$ cat src/rtl/uart_converter.sv
// uart_converter: 8N1 UART re-timer, PIN_1 at RX baud -> FIFO -> PIN_2 at TX baud
// Ports: CLK clock; RST async active-high reset; PIN_1 serial in (idle high, async);
//        PIN_2 serial out (idle high); LED sticky framing-error / FIFO-overflow flag.
module uart_converter #(
  parameter int DATA_BITS       = 8,
  parameter int RX_CLKS_PER_BIT = 32,
  parameter int TX_CLKS_PER_BIT = 16,
  parameter int FIFO_DEPTH      = 16
) (
  input  logic CLK,
  input  logic RST,
  input  logic PIN_1,
  output logic PIN_2,
  output logic LED
);
  localparam int AW  = $clog2(FIFO_DEPTH);
  localparam int RCW = $clog2(RX_CLKS_PER_BIT);
  localparam int TCW = $clog2(TX_CLKS_PER_BIT);
  localparam int IW  = $clog2(DATA_BITS);
  localparam logic [RCW-1:0] R_LAST = RCW'(RX_CLKS_PER_BIT - 1);
  localparam logic [RCW-1:0] R_HALF = RCW'(RX_CLKS_PER_BIT / 2 - 1);
  localparam logic [TCW-1:0] T_LAST = TCW'(TX_CLKS_PER_BIT - 1);
  localparam logic [IW-1:0]  B_LAST = IW'(DATA_BITS - 1);

  typedef enum logic [2:0] {R_IDLE, R_START, R_DATA, R_STOP, R_BREAK} rx_t;
  typedef enum logic [1:0] {T_IDLE, T_START, T_DATA, T_STOP} tx_t;

  logic s1, rx_s;
  rx_t rstate, rnext;
  logic [RCW-1:0] rcnt;
  logic [IW-1:0] ridx;
  logic [DATA_BITS-1:0] rsh;
  logic r_tick, r_mid, rx_valid, rx_err;
  tx_t tstate, tnext;
  logic [TCW-1:0] tcnt;
  logic [IW-1:0] tidx;
  logic [DATA_BITS-1:0] tsh;
  logic t_tick;
  logic [DATA_BITS-1:0] mem [FIFO_DEPTH];
  logic [AW:0] wp, rp;
  logic empty, full, push, pop;

  always_ff @(posedge CLK or posedge RST)
    if (RST) {rx_s, s1} <= 2'b11;
    else {rx_s, s1} <= {s1, PIN_1};

  assign r_tick = rcnt == R_LAST;
  assign r_mid  = rcnt == R_HALF;

  always_ff @(posedge CLK or posedge RST)
    if (RST) rstate <= R_IDLE;
    else rstate <= rnext;

  always_comb begin
    rnext = rstate;
    case (rstate)
      R_IDLE:  rnext = rx_s ? R_IDLE : R_START;
      R_START: rnext = !r_mid ? R_START : rx_s ? R_IDLE : R_DATA;
      R_DATA:  rnext = (r_tick && ridx == B_LAST) ? R_STOP : R_DATA;
      R_STOP:  rnext = !r_tick ? R_STOP : rx_s ? R_IDLE : R_BREAK;
      R_BREAK: rnext = rx_s ? R_IDLE : R_BREAK;
      default: rnext = R_IDLE;
    endcase
  end

  always_comb begin
    rx_valid = rstate == R_STOP && r_tick && rx_s;
    rx_err   = rstate == R_STOP && r_tick && !rx_s;
  end

  // bit counter restarts on every state change and at each data-bit boundary
  always_ff @(posedge CLK or posedge RST)
    if (RST) begin
      rcnt <= '0;
      ridx <= '0;
      rsh  <= '0;
    end else begin
      rcnt <= (rnext != rstate || r_tick) ? '0 : rcnt + 1'b1;
      if (rstate == R_START) ridx <= '0;
      if (rstate == R_DATA && r_tick) begin
        rsh  <= {rx_s, rsh[DATA_BITS-1:1]};
        ridx <= ridx + 1'b1;
      end
    end

  assign empty = wp == rp;
  assign full  = wp[AW] != rp[AW] && wp[AW-1:0] == rp[AW-1:0];
  assign pop   = tstate == T_IDLE && !empty;
  // a pop in the same cycle frees the slot, so a push to a full FIFO still lands
  assign push  = rx_valid && (!full || pop);

  always_ff @(posedge CLK)
    if (push) mem[wp[AW-1:0]] <= rsh;

  always_ff @(posedge CLK or posedge RST)
    if (RST) begin
      wp  <= '0;
      rp  <= '0;
      LED <= 1'b0;
    end else begin
      if (push) wp <= wp + 1'b1;
      if (pop) rp <= rp + 1'b1;
      if (rx_err || (rx_valid && !push)) LED <= 1'b1;
    end

  assign t_tick = tcnt == T_LAST;

  always_ff @(posedge CLK or posedge RST)
    if (RST) tstate <= T_IDLE;
    else tstate <= tnext;

  always_comb begin
    tnext = tstate;
    case (tstate)
      T_IDLE:  tnext = empty ? T_IDLE : T_START;
      T_START: tnext = t_tick ? T_DATA : T_START;
      T_DATA:  tnext = (t_tick && tidx == B_LAST) ? T_STOP : T_DATA;
      T_STOP:  tnext = t_tick ? T_IDLE : T_STOP;
      default: tnext = T_IDLE;
    endcase
  end

  always_comb PIN_2 = tstate == T_START ? 1'b0 : tstate == T_DATA ? tsh[0] : 1'b1;

  always_ff @(posedge CLK or posedge RST)
    if (RST) begin
      tcnt <= '0;
      tidx <= '0;
      tsh  <= '0;
    end else begin
      tcnt <= (tnext != tstate || t_tick) ? '0 : tcnt + 1'b1;
      if (pop) tsh <= mem[rp[AW-1:0]];
      if (tstate == T_START) tidx <= '0;
      if (tstate == T_DATA && t_tick) begin
        tsh  <= tsh >> 1;
        tidx <= tidx + 1'b1;
      end
    end
endmodule

$ cat config.mk
export PLATFORM = sky130hd
export DESIGN_NAME = uart_converter
export DESIGN_NICKNAME = d
export VERILOG_FILES = /design/src/rtl/uart_converter.sv
export SDC_FILE = /design/constraint.sdc
export NUM_CORES = 1
export LEC_CHECK = 0
export CORE_ASPECT_RATIO = 0.9
export CORE_MARGIN = 4
export CORE_UTILIZATION = 58
export CTS_CLUSTER_SIZE = 24
export DETAILED_ROUTE_END_ITERATION = 8
export GPL_TIMING_DRIVEN = 0
export PLACE_DENSITY = 0.72
export SLEW_MARGIN = 20
export SYNTH_ARGS = -nofsm -noshare
export SYNTH_HDL_FRONTEND = slang
export SYNTH_SLANG_ARGS = --single-unit
$ cat constraint.sdc
create_clock -name CLK -period 5.33 [get_ports CLK]
set_clock_uncertainty 0.1 [all_clocks]
set_input_delay 1.599 -clock CLK [delete_from_list [all_inputs] [get_ports CLK]]
set_output_delay 1.599 -clock CLK [all_outputs]
set_load 0.05 [all_outputs]
==> out/results.tsv, run 1 <==
metric	value	unit
fillers	811	
coreArea	0.0123	mm2
placed_area	0.00771	mm2
crit_arrival	2.20	ns
cts-root-buf	clkbuf_16	
synth.avg_cell_area	16.8	um2
antenna_left	0	
syn_inst	441	
finalCritPeriodShare	0.732	
drive_gt1_frac	0.196	
fin_tns_setup	0	ns
vdd_ir_drop_max	268	uV
syn_nets	457	
synth_area	0.00739	mm2
p_leak	3.01	nW
vias_per_cell	6.22	
overflow	0	
worst_slack	1.43	ns
clockBufferDepth	2	
cp_data_required_time	3.63	ns
synth_area_leaders	edfxtp_1 (52%), dfrtp_1 (16%), mux4_2 (6.1%), mux2i_1 (3.3%), ha_1 (2.2%)	
setup_viol	0	
grt_pass1_vias	4010	
antenna_found_initial	0	
status	finished, final reports clean	
antenna_cells	0	
synth_top_area_cell	edfxtp_1	
grt_setup_unrepaired	false	
synth_top_family_by_area	multiplexers	
rows	38	
synth_warnings	0	
maxSlewViolCount	0	
start_util	0.603	
dp_cells	607	
tightest_slew	0.790	ns
synth_enable_flop_cells	128	
fp.dieW	127	um
cts_buffers	17	
grt_start_max_net_pins	27	
finalHoldViolations	0	
cts_setup_buffers	0	
layoutNonFillerInstCount	639	
yosys.area_share.simple	0.0616	
ys_seq_elements	177	
final_nets	482	
ys_top_cells_by_count	edfxtp_1 (128), dfrtp_1 (47), mux2i_1 (24)	
h-tree-depth	4	
worstSkewPairLatency	0.43	ns
yosys_most_used_dff	edfxtp_1	
place_worst_setup_slack	1.89	ns
max_freq	256	MHz
die_h	115	um
grt_pass1_wl	22.5	mm
dp_hpwl	9.39	mm
power.density	441	mW/mm2
ctsResizeCount	0	
crit_type	flip-flop to primary output	
netlist.area_leader.share	0.520	
ioPinCount	5	
synthArstFlopShare	0.277	
drc	0	
synth_fa_ha_area_frac	0.0220	
stdcell_area	0.00826	mm2
startpoint_type	flip-flop	
cp_slowest_cell	clkdlybuf4s50_1	
synth_most_common_cell	edfxtp_1	
path_clk_slew	0.06	ns
synth_mux_area_frac	0.124	
dr.pass1.iters	5	
cts_tree	done	
clock-sinks	177	
synth_xor_area_frac	0.0201	
areaGrowthSynthToFinish	11.8	%
vias	3976	
gp_congestion	0.804	
drt_iter0_drc	487	
synth-seq-area-share	0.686	
hp-class	flip-flop to flip-flop	
track_usage	0.210	
layout_min_cycle_time	3.90	ns
hold_buffers	0	
dieArea	0.0146	mm2
synth-compound-area-share	0.0611	
cp-end-kind	primary output	
max_cap_viol_count	0	
worst-path-max-fanout	10	
post_drt_wl_per_cell	22.0	um
portBuffers	4	
worst_path_largest_cell_delay	0.82	ns
max-slew-margin-rel	0.469	
drt_wl_total	14.1	mm
synth_cell_types	49	
crit_chain	buf_2 > inv_1 > nor3_1 > a21oi_1 > clkdlybuf4s50_1	
routing by layer:
layer / global-route usage / vias to the layer above / wire [um]
li1: - / 1794 / -
met1: 0.295 / 2028 / 6050
met2: 0.325 / 127 / 6820
met3: 0.0548 / 27 / 903
met4: 0.0751 / 0 / 282
met5: 0 / - / 0
cell usage in the layout, fill, tap and decap left out, types with 8 or more instances in the layout:
cell       Yosys  layout
clkbuf_16      0      17
inv_1         12      11
inv_6          0       8
mux4_2        20      20
dfrtp_1       47      47
xor2_1         9       9
and4b_1        9       9
clkbuf_1      11      11
mux2i_1       24      24
mux2_2        11      11
ha_1          13      13
o22ai_1        9       9
edfxtp_1     128     128
a21oi_1        9       9
o21ai_0       13      13
xnor2_1        8       8
buf_2         10      10
nand2_1       11      11
o2bb2ai_1      9       9
nor2_1        22      22
cell families (layout without fill, tap and decap cells):
kind of cell | count (synthesis) | count (layout)
AND/OR/NAND/NOR | 74 | 74
AO/OA/AOI/OAI | 64 | 64
multiplexers | 59 | 59
flip-flops | 177 | 177
buffers and inverters | 37 | 75
XOR/XNOR | 17 | 17
adder cells (fa/ha/maj) | 13 | 13
critical path: cells and delay by family (launching register included):
| family | cells | cell delay, ns |
|---|---|---|
| AOI/OAI and AO/OA | 1 | 0.13 |
| buffers and inverters | 3 | 1.18 |
| DFF | 1 | 0.37 |
| and+or+nand+nor | 1 | 0.09 |
cell type report:
class	instances	area [um2]	share of cell area
clock buffers	18	439	0.0532
multi-input cells	227	2190	0.265
well taps	160	200	0.0242
plain buffers	25	135	0.0164
flip-flops and latches	177	5070	0.614
repair buffers	6	67.6	0.00818
inverters	12	45.0	0.00545
clock inverters	14	113	0.0136
final timing paths:
| kind | startpoint | slack, ns | depth (start not counted) | end |
|---|---|---|---|---|
| worst max-delay path | tstate[1]$_DFF_PP0_ | 1.43 | 5 | PIN_2 |
| worst min-delay path | s1$_DFF_PP1_ | 0.26 | 0 | rx_s$_DFF_PP1_ |
| worst max register to register | rcnt[0]$_DFF_PP0_ | 2.14 | 9 | mem[1][2]$_DFFE_PP_ |
| worst min register to register | s1$_DFF_PP1_ | 0.26 | 0 | rx_s$_DFF_PP1_ |
| max in group asynchronous | RST | 3.09 | 3 | rx_s$_DFF_PP1_ |
| min in group asynchronous | RST | 1.44 | 2 | tsh[5]$_DFFE_PP0P_ |
per-stage QoR:
stage	util	total power [mW]	hold slack, ns
6_report	0.674	3.64	0.259
5_1_grt	0.674	3.82	0.267
4_1_cts	0.674	3.67	0.261
3_5_place_dp	0.629	2.51	0.248
3_3_place_gp	0.622	2.48	0.249
2_1_floorplan	-	2.29	0.245
power by group:
| group | total, mW | switching, mW | internal [mW] |
|---|---|---|---|
| logic | 0.856 | 0.494 | 0.362 |
| clock network | 1.16 | 0.541 | 0.623 |
| registers | 1.62 | 0.0636 | 1.56 |
flip-flops by register name, indices dropped and copies added, names as in the netlist:
| name | count |
|---|---|
| tsh | 8 |
| s1 | 1 |
| tidx | 3 |
| LED | 1 |
| rstate | 3 |
| rx_s | 1 |
| wp | 5 |
| rp | 5 |
| ridx | 3 |
| rcnt | 5 |
| tstate | 2 |
| mem | 128 |
| rsh | 8 |
| tcnt | 4 |
(Power assumes the default switching activity.)
==> run 2, diff against run 1 <==
==> constraint.sdc (replaced) <==
create_clock -name CLK -period 3.65 [get_ports CLK]
set_clock_uncertainty 0.1 [all_clocks]
set_input_delay 1.095 -clock CLK [delete_from_list [all_inputs] [get_ports CLK]]
set_output_delay 1.095 -clock CLK [all_outputs]
set_load 0.05 [all_outputs]
==> results of run 2 <==
Same layout as run 1 (identical final DEF). Status: finished, final reports clean.
Among the figures that moved: setup slack after placement 1.89 ns -> 0.473 ns; setup slack after layout 1.43 ns -> 0.254 ns; register-to-register setup slack 2.14 ns -> 0.46 ns; total power 3.64 mW -> 5.32 mW; worst IR drop on VDD 268 uV -> 392 uV
==> run 3, diff against run 2 <==
--- a/config.mk
+++ b/config.mk
@@ -5,13 +5,15 @@
 export SDC_FILE = /design/constraint.sdc
 export NUM_CORES = 1
 export LEC_CHECK = 0
+export CELL_PAD_IN_SITES_DETAIL_PLACEMENT = 1
+export CELL_PAD_IN_SITES_GLOBAL_PLACEMENT = 1
 export CORE_ASPECT_RATIO = 0.9
 export CORE_MARGIN = 4
-export CORE_UTILIZATION = 58
+export CORE_UTILIZATION = 54
 export CTS_CLUSTER_SIZE = 24
 export DETAILED_ROUTE_END_ITERATION = 8
 export GPL_TIMING_DRIVEN = 0
-export PLACE_DENSITY = 0.72
+export PLACE_DENSITY = 0.77
 export SLEW_MARGIN = 20
 export SYNTH_ARGS = -nofsm -noshare
 export SYNTH_HDL_FRONTEND = slang
==> run 3 against run 2 <==
Net effect:
- register-to-register slack barely moved
- clock-buffer cell count unchanged
- first-iteration DRC count decreased by 47%
- setup slack lost 0.040 ns
- total power rose by 3.0%
- critical path type unchanged
- critical endpoint unchanged
- largest cell class unchanged
==> out/results.tsv, run 3 (same netlist as run 1, synthesis figures left out) <==
metric	value	unit	change
status	finished, final reports clean		
drt_iter0_drc	260		-47%
crit_chain	buf_2 > inv_1 > nor3_1 > a21oi_1 > clkdlybuf4s50_1		
vias	3950		-0.65%
track_usage	0.219		+0.00850
ctsResizeCount	0		unchanged
drc	0		unchanged
dr.pass1.iters	4		-1
drive_gt1_frac	0.195		-0.00168
layout_min_cycle_time	3.44	ns	
seq_area	0.00507	mm2	unchanged
stdcell_area	0.00831	mm2	+0.62%
cts_setup_buffers	0		unchanged
rows	40		+5.3%
hold_buffers	0		unchanged
path_clk_slew	0.07	ns	about the same
finalHoldViolations	0		unchanged
worst_path_largest_cell_delay	0.81	ns	about the same
cts_tree	done		
max_freq	291	MHz	
fin_util	0.622		-0.0514
rrSetupSlack	0.45	ns	
worstSkewPairLatency	0.43	ns	about the same
grt_start_max_net_pins	27		unchanged
antenna_found_initial	0		unchanged
coreArea	0.0134	mm2	+8.9%
use_met1	0.295		+0.000502
cts-root-buf	clkbuf_16		
grt_pass1_wl	25.2	mm	+12%
antenna_left	0		unchanged
power	5.48	mW	
mostFrequentLayoutCells	edfxtp_1 (128), dfrtp_1 (47), mux2i_1 (24)		
vias_per_cell	6.11		-1.7%
use_met2	0.350		+0.0250
final_common_cell	edfxtp_1		
finalCritPeriodShare	0.941		
fin_tns_setup	0	ns	unchanged
hp-class	flip-flop to flip-flop		
die_h	119	um	+3.4%
cp-end-kind	primary output		
crit_type	flip-flop to primary output		
tightest_slew	0.995	ns	+0.205 ns
dieArea	0.0156	mm2	+6.9%
max-slew-margin-rel	0.319		-0.150
cts_buffers	17		unchanged
areaGrowthSynthToFinish	12.5	%	
fillers	1198		+48%
placed_area	0.00772	mm2	+0.15%
start_util	0.553		-0.0494
multi_input_area	0.00220	mm2	+0.46%
cp_data_required_time	2.45	ns	
final_nets	481		-0.21%
ioPinCount	5		unchanged
cp_slowest_cell	clkdlybuf4s50_1		
portBuffers	4		unchanged
gp_congestion	0.791		-1.6%
drt_wl_total	15.7	mm	+11%
power.density	659	mW/mm2	
clock-sinks	177		unchanged
largest_reg_flops	128		unchanged
setup_viol	0		unchanged
worst-path-max-fanout	10		unchanged
h-tree-depth	4		unchanged
vdd_ir_drop_max	363	uV	
dp_hpwl	10.3	mm	+10%
max_cap_viol_count	0		unchanged
fp.dieW	131	um	+3.4%
grt_setup_unrepaired	false		
top_usage_layer	met2		
maxSlewViolCount	0		unchanged
overflow	0		unchanged
grt_pass1_vias	4223		+5.3%
clockBufferDepth	2		unchanged
crit_arrival	2.24	ns	+0.04 ns
p_leak	3.02	nW	+0.43%
antenna_cells	0		unchanged
startpoint_type	flip-flop		
use_met3	0.0629		+0.00812
post_drt_wl_per_cell	24.2	um	+10%
-- run 3: cell types whose count changed in the layout (fill, tap and decap cells not counted) --
| cell | previous run | this run |
|---|---|---|
| inv_8 | 1 | 4 |
| a2111oi_0 | 6 | 5 |
| clkbuf_8 | 1 | 0 |
| inv_6 | 8 | 3 |
| clkinv_4 | 1 | 2 |
| buf_4 | 1 | 0 |
| a2111oi_1 | 0 | 1 |
| nor4bb_4 | 3 | 4 |
| bufinv_16 | 0 | 1 |
| clkinv_2 | 2 | 3 |
| clkbuf_16 | 17 | 18 |
| inv_4 | 2 | 1 |
| nor4bb_2 | 1 | 0 |
-- run 3: per-layer routing --
metal | part of all wire | vias up
li1 | - | 1785
met1 | 0.44 | 2064
met2 | 0.50 | 84
met3 | 0.049 | 17
met4 | 0.012 | 0
met5 | 0 | -
-- run 3: final timing paths --
kind	startpoint	to	depth (start not counted)
min	s1$_DFF_PP1_	rx_s$_DFF_PP1_	0
max	tstate[1]$_DFF_PP0_	PIN_2	5
min in group asynchronous	RST	tcnt[0]$_DFF_PP0_	2
max in group asynchronous	RST	rx_s$_DFF_PP1_	3
min reg2reg	s1$_DFF_PP1_	rx_s$_DFF_PP1_	0
max reg2reg	rcnt[0]$_DFF_PP0_	mem[2][0]$_DFFE_PP_	8
-- run 3: critical path, delay by kind of cell (launching register included) --
kind | cells | cell delay (ns)
simple gates | 1 | 0.09
compound gates | 1 | 0.12
flops | 1 | 0.38
buf+inv | 3 | 1.21
-- run 3: where the power goes --
part           switching [mW]  leakage, nW  internal (mW)  total [mW]
clock                   0.798        0.298           1.00        1.80
combinational           0.774        0.909          0.531        1.31
sequential             0.0965         1.82           2.28        2.37
-- run 3: layout make-up --
cell class                 instances  share of cell area
sequential                       177               0.610
multi-input combinational        227               0.265
clock buffer                      18              0.0542
tap                              168              0.0253
clock inverter                    14              0.0169
buffer                            25              0.0163
timing repair buffer               5             0.00722
inverter                          12             0.00542
-- run 3: metrics by stage --
step,hold WS [ns],setup slack [ns],cells
after floorplan,0.245,0.693,441
after global placement,0.247,-0.414,613
after detailed placement,0.249,0.443,614
after CTS,0.260,0.206,646
after global routing,0.264,0.119,646
final,0.259,0.214,646
